File: src/rtl/cipher_pkg.sv
// Shared types and constants for the cipher pipeline.
package cipher_pkg;

  typedef enum logic {
    MODE_ENC = 1'b0,
    MODE_DEC = 1'b1
  } mode_e;

  localparam int         NUM_STAGES = 5;
  localparam logic [2:0] OCC_MAX    = 3'd5;

endpackage

File: src/rtl/cipher_op.sv
// Combinational transform for one pipeline stage. The decrypt chain is the
// exact inverse of the encrypt chain, applied in reverse stage order.
module cipher_op
  import cipher_pkg::*;
#(
  parameter int N     = 8,
  parameter int ROT   = 5,
  parameter int STAGE = 1
) (
  input  logic         mode,
  input  logic [N-1:0] key,
  input  logic [N-1:0] din,
  output logic [N-1:0] dout
);

  function automatic logic [N-1:0] rot_r(input logic [N-1:0] x);
    return (x >> ROT) | (x << (N - ROT));
  endfunction

  function automatic logic [N-1:0] rot_l(input logic [N-1:0] x);
    return (x << ROT) | (x >> (N - ROT));
  endfunction

  function automatic logic [N-1:0] bit_rev(input logic [N-1:0] x);
    logic [N-1:0] y;
    for (int i = 0; i < N; i++) begin
      y[i] = x[N-1-i];
    end
    return y;
  endfunction

  logic is_dec_s;
  assign is_dec_s = (mode == MODE_DEC);

  // Per-stage operation, selected by stage index and beat mode
  always_comb begin
    dout = din;
    case (STAGE)
      32'sd1:  dout = is_dec_s ? rot_r(din)   : (din ^ key);
      32'sd2:  dout = is_dec_s ? bit_rev(din) : rot_r(din);
      32'sd3:  dout = ~din;
      32'sd4:  dout = is_dec_s ? rot_l(din)   : bit_rev(din);
      32'sd5:  dout = is_dec_s ? (din ^ key)  : rot_l(din);
      default: dout = din;
    endcase
  end

endmodule

File: src/rtl/cipher_pipe.sv
// Five-stage elastic cipher pipeline with valid/ready handshakes on both
// sides; stalled stages compact so bubbles never block upstream beats.
module cipher_pipe
  import cipher_pkg::*;
#(
  parameter int N   = 8,
  parameter int ROT = 5
) (
  input  logic         clock,
  input  logic         reset_n,
  input  logic         in_valid,
  output logic         in_ready,
  input  logic         in_mode,
  input  logic [N-1:0] key,
  input  logic [N-1:0] data,
  output logic         out_valid,
  input  logic         out_ready,
  output logic [N-1:0] out_data,
  output logic         out_mode,
  output logic [2:0]   occupancy
);

  typedef struct packed {
    logic         valid;
    mode_e        mode;
    logic [N-1:0] key;
    logic [N-1:0] val;
  } stage_t;

  stage_t                  stage_r [NUM_STAGES];
  stage_t                  src_s   [NUM_STAGES];
  logic [N-1:0]            op_s    [NUM_STAGES];
  logic [NUM_STAGES-1:0]   load_s;
  logic                    en_r;
  logic [2:0]              occ_r;
  logic                    accept_s;
  logic                    emit_s;

  // A stage may load when it is empty or its content is moving on
  always_comb begin
    logic ld;
    ld = !stage_r[NUM_STAGES-1].valid || out_ready;
    load_s[NUM_STAGES-1] = ld;
    for (int i = NUM_STAGES - 2; i >= 0; i--) begin
      ld = !stage_r[i].valid || ld;
      load_s[i] = ld;
    end
  end

  // en_r keeps in_ready low until the first edge after reset release
  assign in_ready = en_r && load_s[0];
  assign accept_s = in_valid && in_ready;
  assign emit_s   = stage_r[NUM_STAGES-1].valid && out_ready;

  // Stage sources: the offered beat for stage 1, the previous stage otherwise
  always_comb begin
    src_s[0] = '{valid: accept_s, mode: mode_e'(in_mode), key: key, val: data};
    for (int i = 1; i < NUM_STAGES; i++) begin
      src_s[i] = stage_r[i-1];
    end
  end

  for (genvar g = 0; g < NUM_STAGES; g++) begin : g_op
    cipher_op #(
      .N     (N),
      .ROT   (ROT),
      .STAGE (g + 1)
    ) u_op (
      .mode (src_s[g].mode),
      .key  (src_s[g].key),
      .din  (src_s[g].val),
      .dout (op_s[g])
    );
  end

  // Stage registers advance together; a full stage waiting on downstream holds
  always_ff @(posedge clock or negedge reset_n) begin
    if (!reset_n) begin
      for (int i = 0; i < NUM_STAGES; i++) begin
        stage_r[i] <= '0;
      end
    end else begin
      for (int i = 0; i < NUM_STAGES; i++) begin
        if (load_s[i]) begin
          stage_r[i] <= '{valid: src_s[i].valid, mode: src_s[i].mode,
                          key: src_s[i].key, val: op_s[i]};
        end
      end
    end
  end

  // Input enable and beat count
  always_ff @(posedge clock or negedge reset_n) begin
    if (!reset_n) begin
      en_r  <= 1'b0;
      occ_r <= 3'd0;
    end else begin
      en_r <= 1'b1;
      case ({accept_s, emit_s})
        2'b10:   occ_r <= (occ_r < OCC_MAX) ? occ_r + 3'd1 : occ_r;
        2'b01:   occ_r <= (occ_r > 3'd0) ? occ_r - 3'd1 : occ_r;
        default: occ_r <= occ_r;
      endcase
    end
  end

  assign out_valid = stage_r[NUM_STAGES-1].valid;
  assign out_data  = stage_r[NUM_STAGES-1].val;
  assign out_mode  = stage_r[NUM_STAGES-1].mode;
  assign occupancy = occ_r;

endmodule

File: config.mk
export PLATFORM = sky130hd
export DESIGN_NAME = cipher_pipe
export DESIGN_NICKNAME = d
export VERILOG_FILES = /design/src/rtl/cipher_pkg.sv /design/src/rtl/cipher_op.sv /design/src/rtl/cipher_pipe.sv
export SDC_FILE = /design/constraint.sdc
export NUM_CORES = 1
export LEC_CHECK = 0
export CAP_MARGIN = 30
export CORE_MARGIN = 3
export CORE_UTILIZATION = 38
export DETAILED_ROUTE_END_ITERATION = 7
export GPL_ROUTABILITY_DRIVEN = 0
export SLEW_MARGIN = 0
export SYNTH_ARGS = -nofsm -noshare
export SYNTH_HDL_FRONTEND = slang
export SYNTH_HIERARCHICAL = 1
export SYNTH_SLANG_ARGS = --single-unit
File: constraint.sdc
create_clock -name clock -period 1.77 [get_ports clock]
set_clock_uncertainty 0.2 [all_clocks]
set_input_delay 0.177 -clock clock [delete_from_list [all_inputs] [get_ports clock]]
set_output_delay 0.177 -clock clock [all_outputs]
set_load 0.01 [all_outputs]
After elaboration in Yosys (flattened, before gate mapping)
Index checks and enable logic that the tools add are counted.
Widths: inputs -> output; s select.
{"block": "word_totals", "reg_bits": 86, "input_bits": 21, "output_inout_bits": 14, "elab_cells": 58}
{"block": "classes", "n_addsub": 2, "magnitude_cmp": 2, "eq_ne": 4, "n_mux": 7, "bitwise": 7, "n_reduce_logical": 15}
{"operator": "$mux 8", "n": 4}
{"operator": "$or 3x8->8", "n": 2}
{"operator": "$or 8x5->8", "n": 2}
{"operator": "$xor 8x8->8", "n": 2}
{"operator": "$not 8->8", "n": 1}
{"operator": "$mux 3", "n": 2}
{"operator": "$pmux 3 s2", "n": 1}
{"operator": "$logic_not 1->1", "n": 5}
{"operator": "$logic_or 1x1->1", "n": 5}
{"operator": "$ne 2x2->1 const B", "n": 2}
{"operator": "$add 3x1->3 const B", "n": 1}
{"operator": "$gt 3x1->1 const B", "n": 1}
{"operator": "$logic_and 1x1->1", "n": 3}
{"operator": "$lt 3x3->1 const B", "n": 1}
{"operator": "$reduce_and 3->1", "n": 1}
{"operator": "$sub 3x1->3 const B", "n": 1}
{"operator": "$eq 2x1->1 const B", "n": 1}
{"operator": "$eq 2x2->1 const B", "n": 1}
{"operator": "$reduce_bool 2->1", "n": 1}

Longest topological paths before layout
Gate-level depths: netlist of the first run.
{"block": "depth", "ltp_word": 11, "ltp_mapped": 7, "ltp_nobuf": 7}

Hierarchy
The synthesis of the first run kept the hierarchy.
{"module": "cipher_pipe", "instances": 1, "cells_each": 244, "area_each_um2": 3392.0, "seq_area_each_um2": 2152.1}
{"module": "cipher_op (g_op[1].u_op ...)", "instances": 2, "cells_each": 9, "area_each_um2": 116.4, "seq_area_each_um2": 0.0}
{"module": "cipher_op (g_op[4].u_op)", "instances": 1, "cells_each": 26, "area_each_um2": 183.9, "seq_area_each_um2": 0.0}
{"module": "cipher_op (g_op[0].u_op)", "instances": 1, "cells_each": 25, "area_each_um2": 151.4, "seq_area_each_um2": 0.0}
{"module": "cipher_op (g_op[2].u_op)", "instances": 1, "cells_each": 8, "area_each_um2": 30.0, "seq_area_each_um2": 0.0}

Worst setup path before layout of the first run
Ideal clock, no wire load.
{"block": "synth_timing", "path_type": "flip-flop to flip-flop", "startpoint": "register stage_r (netlist bit out_valid)", "endpoint": "register occ_r[1], in the netlist occupancy[1]", "setup_time_ps": 65, "arrival_ps": 1741, "t_required_ps": 1505, "setup_slack_ps": -236, "path_stages_with_launch": 6, "n_path_buf": 0, "synth_period_minus_slack_ps": 2006, "path_cell_list": "dfrtp_1 > nand3_1 > fa_1 > or3_1 > o311ai_0 > o21a_1"}
{"block": "synth_via", "elab_chain_len": 11, "elab_cells_between_ends": 16, "cone_classes": "eq/ne (4); mux (1); reduce/logical (11)"}
{"element": "from (decl)", "line_no": "cipher_pipe.sv:30", "source": "stage_t stage_r [NUM_STAGES];"}
{"element": "from (signal, indexed assignment)", "line_no": "cipher_pipe.sv:85", "source": "stage_r[i] <= '{valid: src_s[i].valid, mode: src_s[i].mode,"}
{"element": "$logic_not 1->1", "line_no": "cipher_pipe.sv:42", "source": "ld = !stage_r[NUM_STAGES-1].valid || out_ready;"}
{"element": "$logic_or 1x1->1", "line_no": "cipher_pipe.sv:42"}
{"element": "$logic_or 1x1->1 (4 in series)", "line_no": "cipher_pipe.sv:45", "source": "ld = !stage_r[i].valid || ld;"}
{"element": "$logic_and 1x1->1", "line_no": "cipher_pipe.sv:51", "source": "assign in_ready = en_r && load_s[0];"}
{"element": "$logic_and 1x1->1", "line_no": "cipher_pipe.sv:52", "source": "assign accept_s = in_valid && in_ready;"}
{"element": "$eq 2x1->1 or $eq 2x2->1 (tied branches)", "line_no": "cipher_pipe.sv:99", "source": "case ({accept_s, emit_s})"}
{"element": "$ne 2x2->1 (no source line) or $reduce_bool 2->1 (tied branches)"}
{"element": "$reduce_and 3->1 (no source line)"}
{"element": "to (signal assigned)", "line_no": "cipher_pipe.sv:100", "source": "2'b10: occ_r <= (occ_r < OCC_MAX) ? occ_r + 3'd1 : occ_r;"}
{"element": "to (signal assigned)", "line_no": "cipher_pipe.sv:101", "source": "2'b01: occ_r <= (occ_r > 3'd0) ? occ_r - 3'd1 : occ_r;"}
{"element": "to (signal assigned)", "line_no": "cipher_pipe.sv:102", "source": "default: occ_r <= occ_r;"}
{"element": "to (decl)", "line_no": "cipher_pipe.sv:35", "source": "logic [2:0] occ_r;"}
Several ways; a longest one is shown, not always the timed one.
A chain may end at the register's enable or synchronous reset.

Final worst setup path of the first run
{"block": "layout_timing", "startpoint": "register en_r", "endpoint": "register occ_r[1], in the netlist occupancy[1]"}
{"block": "layout_via", "elab_chain_len": 5, "elab_cells_between_ends": 9, "cone_classes": "eq/ne (4); mux (1); reduce/logical (4)"}
{"element": "from (decl)", "line_no": "cipher_pipe.sv:34", "source": "logic en_r;"}
{"element": "from (signal assigned)", "line_no": "cipher_pipe.sv:95", "source": "en_r <= 1'b0;"}
{"element": "from (signal assigned)", "line_no": "cipher_pipe.sv:98", "source": "en_r <= 1'b1;"}
{"element": "$logic_and 1x1->1 *", "line_no": "cipher_pipe.sv:51"}
{"element": "$logic_and 1x1->1 *", "line_no": "cipher_pipe.sv:52"}
{"element": "$eq 2x1->1 or $eq 2x2->1 (tied branches)", "line_no": "cipher_pipe.sv:99"}
{"element": "$ne 2x2->1 (no source line) or $reduce_bool 2->1 (tied branches)"}
{"element": "$reduce_and 3->1 (no source line)"}
Every way passes the cells marked *; elsewhere a longest branch is shown, timed or not.

==> results of run 1 <==
==> how the worst max path moves through the flow <==
stage,endpoint,slack (ns),depth (start not counted)
floorplan,occupancy[1],-0.06,5
global placement,occupancy[1],-0.33,6
detailed placement,occupancy[1],-0.37,6
CTS,occupancy[1],-0.08,6
global route,occupancy[1],-0.12,6
finish,occupancy[1],-0.06,6
==> metrics by stage <==
step / setup TNS [ns] / total power, W
floorplan: -0.0640 / 0.00303
global placement: -13.05 / 0.00345
detailed placement: -14.32 / 0.00348
CTS: -0.0840 / 0.00489
global route: -0.250 / 0.00513
finish: -0.0666 / 0.00483
==> worst max-delay path, stage by stage, from the launching register on <==
cell,delay [ns]
dfrtp_1,0.40
nand2_2,0.08
nand3_2,0.09
fa_2,0.45
or3_1,0.34
o311ai_2,0.08
o21a_1,0.15
==> routing by layer <==
layer,GRT usage (%),up-vias,wire length (um)
met2,18.7,36,2900
met5,0,-,0
li1,-,1172,-
met1,17.7,1124,3360
met4,5.41,0,93
met3,2.39,9,222
==> layout make-up <==
class | instances | area share, %
inverters | 12 | 0.959
well taps | 133 | 3.45
clock buffers | 10 | 2.85
flip-flops and latches | 86 | 44.7
repair buffers | 56 | 11.7
clock inverters | 6 | 1.48
multi-input cells | 207 | 34.9
==> cell usage after synthesis (5+ instances only) <==
cell type / instances / area, um2
nand2_1: 64 / 240
buf_4: 5 / 37.5
nor2_1: 7 / 26.3
mux2_4: 21 / 315
inv_1: 11 / 41.3
xnor2_1: 16 / 140
mux2_2: 49 / 552
nand2b_1: 5 / 31.3
buf_6: 5 / 56.3
o21ai_0: 12 / 60.1
a21oi_1: 7 / 35.0
dfrtp_1: 86 / 2150
==> flip-flops by register name, indices dropped and copies added, names as in the netlist <==
register   count
out_data       8
out_mode       1
occupancy      3
out_valid      1
en_r           1
src_s         72
==> power by group through the flow <==
stage | Sequential (W) | Clock [W] | Combinational (W)
2_1_floorplan | 0.00243 | 0 | 0.000593
3_3_place_gp | 0.00243 | 0 | 0.00102
3_5_place_dp | 0.00244 | 0 | 0.00104
4_1_cts | 0.00240 | 0.00145 | 0.00103
5_1_grt | 0.00244 | 0.00154 | 0.00115
6_report | 0.00240 | 0.00139 | 0.00104
==> logic make-up (layout without fill, tap and decap cells) <==
kind of cell	count (synthesis)	count (layout)	synth area share, %
multiplexers	74	74	22.8
AO/OA/AOI/OAI	27	27	4.48
buffers and inverters	28	84	4.55
adder cells (fa/ha/maj)	1	1	0.502
AND/OR/NAND/NOR	88	88	10.1
XOR/XNOR	16	16	3.51
flip-flops	86	86	53.9
other	1	1	0.0940
==> repair_timing <==
action                     4_1_cts  5_1_grt
hold buffers                     1        0
hold endpoints to repair        86        0
gates resized for setup         10        5
buffers inserted                 2        2
setup endpoints to repair       13       29
pin swaps                        3        0
==> metrics.cfg, run 1 <==
[logic_synthesis]
syn_area_um2=3990
synth-edff-count=0
yosysWarnings=6
syn_inst=321
ys_types=37
ys_seq_area_share_pct=53.9
ys_ff_latch=86
syn_nets=343
async_flop_share_pct=100
synthFlopType=dfrtp_1
avgSynthCellArea_um2=12.4

[layout]
n_antenna_cell=0
fin_cells=510
layout_commonest_cell=dfrtp_1
nNetsFinal=394
syn_to_final_growth_pct=21.0
fill_cells=924
post-route-cell-area_um2=4830
multiInputGateArea_um2=1680
register_area_um2=2160
final_layout_size_suffix_gt1_share_pct=33.7
final_cell_mix=dfrtp_1 (83), nand2_1 (63), mux2_2 (49), clkdlybuf4s50_1 (29), mux2_4 (21)
utilization_pct=48.3

[route]
vias=2341
drt-total-wl_um=6570
drt.antenna.violating_nets=0
dr.pass1.iters=4
drcViolationCount=0
viasPerCell=4.59
post_drt_wl_per_cell_um=12.9
drt_iter0_drc=63

[timing]
fin_crit_sh_pct=103
fmax_mhz=546
maxSlewViolCount=0
hold_viol_final=0
slew_headroom_pct=60.4
setup_viol=2
holdWs_ns=0.119
min_period_ns=1.83
worst_pin_slew_ns=0.594
rsz0062_at_grt=yes
final.setup.worst_slack_ns=-0.0611

[setup_path]
crit_type=register to register
worst_r2r_path_depth=6
worstPathMaxFanout=3
worstSetupEndpointType=register
crit_start=en_r
worstReg2RegEnd=occupancy[1]
crit_path_start_kind=register
timing.rr.start=en_r
required_ns=1.86
cp_data_arrival_time_ns=1.92
rrSetupSlack_ns=-0.06

[global_route]
overflow=0
antenna_found_initial=0
grt_start_max_net_pins=34
grt_pass1_vias=2445
grt_usage_pct=12.5
grt_pass1_wl_um=11600

[power]
p_leak_nw=2.20
p_per_area_nw_per_um2=1000
pwr-share-seq_pct=49.6
switching_share_pct=26.9
switchingPower_w=0.00130
peakVddDrop_mv=0.371
combPwrFrac_pct=21.6
intPower_w=0.00353
clkPwrFrac_pct=28.8

[floorplanning]
die-area_um2=11800
start_util_pct=39.9
die_h_um=108
rows=36
core_area_um2=10000
ios=35
dieWidth_um=108

[place]
placed_cells=490
place_ws_ns=-0.369
numPortBuffers=34
hpwl_um=4840
placed_cell_area_um2=4560

[min_path]
hp-class=primary input to asynchronous set/reset pin

[clock_network]
insertion_delay_ns=0.34
cts_buffers=9
path_clk_slew_ns=0.09
cts_sinks=86
cts_tree=done
clockBufferDepth=2
htree_levels=3
cts_root_buf=clkbuf_8

[flow_run]
maxCapViolCount=0

[run_status]
status=finished with violations
failed_checks=negative setup slack

(Power assumes the default switching activity.)
==> run 2: changes to the inputs <==
- CORE_ASPECT_RATIO: unset -> 0.6
- GPL_TIMING_DRIVEN: unset -> 0
==> metrics.cfg, run 2 (synthesis gave the netlist of run 1 again) <==
[global_route]
antenna_found_initial=0
grt_pass1_vias=2494
grt_usage_pct=13.7
grt_start_max_net_pins=72
overflow=0
grt_pass1_wl_um=12800

[route]
vias=2394
drt.antenna.violating_nets=0
drt_iter0_drc=91
drt-total-wl_um=7280
post_drt_wl_per_cell_um=14.1
dr.pass1.iters=4
drcViolationCount=0
viasPerCell=4.64

[power]
switchingPower_w=0.00134
switching_share_pct=24.1
combPwrFrac_pct=18.9
p_per_area_nw_per_um2=1110
intPower_w=0.00422
peakVddDrop_mv=0.521
clkPwrFrac_pct=37.7
p_leak_nw=2.27
pwr-share-seq_pct=43.4

[place]
hpwl_um=5340
numPortBuffers=34
placed_cells=491
place_ws_ns=-0.725

[clock_network]
cts_tree=done
cts_root_buf=clkbuf_16
insertion_delay_ns=0.33
cts_buffers=9
cts_sinks=86
htree_levels=3
clockBufferDepth=2
path_clk_slew_ns=0.06

[layout]
final_cell_mix=dfrtp_1 (84), nand2_1 (62), mux2_2 (49), clkdlybuf4s50_1 (30), mux2_4 (21)
n_antenna_cell=0
layout_commonest_cell=dfrtp_1
largest_reg_flops=72
syn_to_final_growth_pct=25.3
final_layout_size_suffix_gt1_share_pct=33.1
nNetsFinal=398
fin_cells=516

[timing]
fin_crit_sh_pct=108
fmax_mhz=525
final.setup.worst_slack_ns=-0.135
setup_viol=2
min_period_ns=1.91
holdWs_ns=0.0545
maxSlewViolCount=0
rsz0062_at_grt=yes
hold_viol_final=0

[floorplanning]
die-area_um2=11800
start_util_pct=39.7
rows=28
die_h_um=85.4
core_area_um2=10100
dieWidth_um=138
ios=35

[min_path]
hp-class=primary input to asynchronous set/reset pin

[run_status]
failed_checks=negative setup slack
status=finished with violations

[setup_path]
crit_path_start_kind=register
worstSetupEndpointType=register
worstPathMaxFanout=5
cp_data_arrival_time_ns=1.98
required_ns=1.85
crit_type=register to register

[flow_run]
maxCapViolCount=0

-- run 2: changes by cell type in the layout (fill, tap and decap cells not counted), sizes merged --
cell,before,now
buf,23,26
clkbuf,10,13
dlygate4sd2,3,2
clkdlybuf4s50,29,30
bufinv,1,3
clkinv,4,2
clkinvlp,2,0
-- run 2: repair_timing --
action	4_1_cts	5_1_grt
resized for setup	17	9
hold buffers	1	0
endpoints found under the setup margin	21	49
pin swaps	3	2
buffers inserted	8	2
endpoints found under the hold margin	86	0
-- run 2: worst paths after layout --
| check | startpoint | endpoint | slack, ns | cells after the start |
|---|---|---|---|---|
| min | reset_n | out_mode | 0.05 | 2 |
| min in group clock | src_s[33] | src_s[33] | 0.27 | 2 |
| min reg2reg | src_s[33] | src_s[33] | 0.27 | 2 |
| max reg2reg | out_valid | occupancy[1] | -0.14 | 6 |
| max in group asynchronous | reset_n | src_s[45] | 0.71 | 3 |
| max | out_valid | occupancy[1] | -0.14 | 6 |
-- run 2: per-layer routing --
metal / part of all wire [%] / wire, um / up-vias / global-route usage (%)
met5: 0 / 0 / - / 0
met4: 1.1 / 81 / 0 / 4.48
met3: 4.2 / 305 / 10 / 4.73
met2: 39 / 2830 / 45 / 18.9
met1: 56 / 4070 / 1151 / 20.1
li1: - / - / 1188 / -
-- run 2: area by class of cell --
type	count	area, um2
Buffer	14	131
Clock buffer	12	236
Clock inverter	4	95.1
Fill cell	869	5050
Inverter	12	50.0
Multi-Input combinational cell	207	1690
Sequential cell	86	2150
Tap cell	135	169
Timing Repair Buffer	46	479
-- run 2: through the flow --
stage / power (W) / area (um2) / utilization, % / setup TNS [ns]
2_1_floorplan: 0.00303 / 4000 / - / -0.0640
3_3_place_gp: 0.00342 / 4510 / 44.8 / -253.89
3_5_place_dp: 0.00345 / 4530 / 45.1 / -20.87
4_1_cts: 0.00562 / 4980 / 49.6 / -0.223
5_1_grt: 0.00585 / 5000 / 49.7 / -0.378
6_report: 0.00556 / 5000 / 49.7 / -0.168
-- run 2: power by group through the flow --
stage | combinational (W) | clock (W) | sequential [W]
2_1_floorplan | 0.000593 | 0 | 0.00243
3_3_place_gp | 0.000978 | 0 | 0.00244
3_5_place_dp | 0.00100 | 0 | 0.00245
4_1_cts | 0.00105 | 0.00216 | 0.00241
5_1_grt | 0.00116 | 0.00224 | 0.00245
6_report | 0.00105 | 0.00209 | 0.00241
-- run 2: critical path: stages, from the launching register on --
cell and delay, ns:
dfrtp_2 0.43, buf_6 0.14, nand3_4 0.06, fa_2 0.46
or3_1 0.32, o311ai_1 0.08, o21a_1 0.16
==> run 3: changes to the inputs <==
- ABC_AREA: unset -> 1
==> metrics.cfg, run 3 <==
[timing]
setup_viol=0
fin_crit_sh_pct=100
min_period_ns=1.77
maxSlewViolCount=0
hold_viol_final=0
rsz0062_at_grt=yes
final.setup.worst_slack_ns=0.000137
fmax_mhz=565

[power]
switchingPower_w=0.00152
clkPwrFrac_pct=33.9
switching_share_pct=28.0
pwr-share-seq_pct=45.5
p_leak_nw=2.67
intPower_w=0.00390
combPwrFrac_pct=20.6
peakVddDrop_mv=0.505
p_per_area_nw_per_um2=1100

[route]
drt_iter0_drc=141
dr.pass1.iters=4
drt-total-wl_um=8140
drt.antenna.violating_nets=0
drcViolationCount=0
viasPerCell=4.52
post_drt_wl_per_cell_um=11.8
vias=3124

[layout]
final_cell_mix=nand2_1 (257), dfrtp_1 (86), inv_1 (58), clkdlybuf4s50_1 (31), o21ai_0 (18)
nNetsFinal=573
post-route-cell-area_um2=4930
layout_commonest_cell=nand2_1
n_antenna_cell=0
syn_to_final_growth_pct=23.2
fin_cells=691
largest_reg_flops=72
final_layout_size_suffix_gt1_share_pct=14.4

[setup_path]
worstSetupEndpointType=register
required_ns=1.80
crit_type=register to register
timing.rr.start=out_valid
worstReg2RegEnd=occupancy[2]
crit_path_start_kind=register
rrSetupSlack_ns=0.0001
cp_data_arrival_time_ns=1.80
worstPathMaxFanout=2
worst_r2r_path_depth=12

[clock_network]
clockBufferDepth=2
cts_sinks=86
path_clk_slew_ns=0.06
cts_tree=done
insertion_delay_ns=0.33
cts_root_buf=clkbuf_16
htree_levels=3
cts_buffers=9

[logic_synthesis]
ys_seq_area_share_pct=53.8
avgSynthCellArea_um2=8.05
yosysTopAreaCell=dfrtp_1
yosysMostFrequentCell=nand2_1
synth-edff-count=0
synthFlopType=dfrtp_1
syn_inst=497
yosysTopAreaCellShare_pct=53.8
async_flop_share_pct=100
ys_types=26
yosysWarnings=6
syn_area_um2=4000
synthTopCellsByArea=dfrtp_1 (54%), nand2_1 (24%), inv_1 (5.7%)
syn_nets=519
synthTopCellsByCount=nand2_1 (258), dfrtp_1 (86), inv_1 (61)
ys_ff_latch=86

[global_route]
grt_pass1_vias=3190
grt_pass1_wl_um=15100
grt_usage_pct=15.7
overflow=0
grt_start_max_net_pins=60
antenna_found_initial=0

[place]
place_ws_ns=-0.837
placed_cells=667
hpwl_um=6180
placed_cell_area_um2=4540
numPortBuffers=34

[flow_run]
maxCapViolCount=0

[min_path]
hp-class=primary input to asynchronous set/reset pin

[floorplanning]
dieWidth_um=138
die-area_um2=11800
ios=35
rows=28
core_area_um2=10100
die_h_um=85.5
start_util_pct=39.8

[run_status]
status=complete, no violations

run 3: cell count changes in the layout (fill, tap and decap cells not counted), sizes merged, moves of 5 or more:
cell    change
xnor2      -16
a21oi       -8
nand2     +195
nand2b      -5
mux2       -55
nor2        -8
o21ai       +7
nand3      +22
inv        +55
run 3: repair_timing:
item | CTS | global route
endpoints found under the hold margin | 86 | 0
hold buffers | 1 | 0
buffers inserted | 4 | 4
pin swaps | 1 | 1
endpoints found under the setup margin | 3 | 24
gates resized for setup | 9 | 9
run 3: how the worst max path moves through the flow:
stage / endpoint / cells after the start / slack, ns / from
5_1_grt: occupancy[2] / 12 / -0.14 / out_valid
6_report: occupancy[2] / 12 / 0.0001 / out_valid
3_3_place_gp: src_s[20] / 1 / -2.80 / reset_n
2_1_floorplan: occupancy[2] / 12 / -0.09 / out_valid
4_1_cts: occupancy[2] / 12 / -0.08 / out_valid
3_5_place_dp: in_ready / 9 / -0.84 / out_ready
run 3: worst max-delay path, cell delays in order, from the launching register on:
cell and delay (ns):
dfrtp_1 0.37, nand3_2 0.10, nor2_4 0.12, nand3_4 0.09
nand3_4 0.08, nand2_4 0.05, fa_2 0.35, inv_2 0.05
nand2_1 0.04, nand2_1 0.07, nand2_1 0.05, nand2_1 0.06
nand2_1 0.05
run 3: logic make-up after synthesis:
family | count (synthesis) | synth area share (%)
AOI/OAI and AO/OA | 20 | 2.50
xor gates and xnor gates | 1 | 0.219
adders and majority gates | 1 | 0.501
buffers and inverters | 84 | 9.26
DFF | 86 | 53.8
muxes | 17 | 4.88
other | 1 | 0.0938
and+or+nand+nor | 287 | 28.7
run 3: layer usage:
layer	vias to the layer above	part of all wire (%)	track usage (%)
met2	36	40	22.7
met1	1482	55	23.4
met3	9	3.1	4.22
li1	1597	-	-
met4	0	1.1	4.30
met5	-	0	0
run 3: cell type report:
| class | count | area, um2 |
|---|---|---|
| clock buffer | 10 | 229 |
| timing repair buffer | 44 | 433 |
| inverter | 67 | 268 |
| buffer | 16 | 109 |
| tap | 135 | 169 |
| sequential | 86 | 2150 |
| fill | 969 | 5130 |
| multi-input combinational | 327 | 1510 |
| clock inverter | 6 | 61.3 |
run 3: power by group through the flow:
stage	clock, W	sequential, W	combinational [W]
2_1_floorplan	0	0.00250	0.000601
3_3_place_gp	0	0.00249	0.00107
3_5_place_dp	0	0.00250	0.00110
4_1_cts	0.00190	0.00247	0.00112
5_1_grt	0.00200	0.00252	0.00128
6_report	0.00184	0.00247	0.00112
run 3: through the flow:
step / utilization, % / total power [W] / hold WS, ns / TNS [ns]
6_report: 49.0 / 0.00542 / 0.119 / 0
5_1_grt: 49.0 / 0.00580 / 0.144 / -0.308
4_1_cts: 48.6 / 0.00549 / 0.117 / -0.166
3_5_place_dp: 45.2 / 0.00360 / -0.0693 / -9.41
3_3_place_gp: 44.9 / 0.00356 / 0.263 / -248.02
2_1_floorplan: - / 0.00310 / -0.319 / -0.118
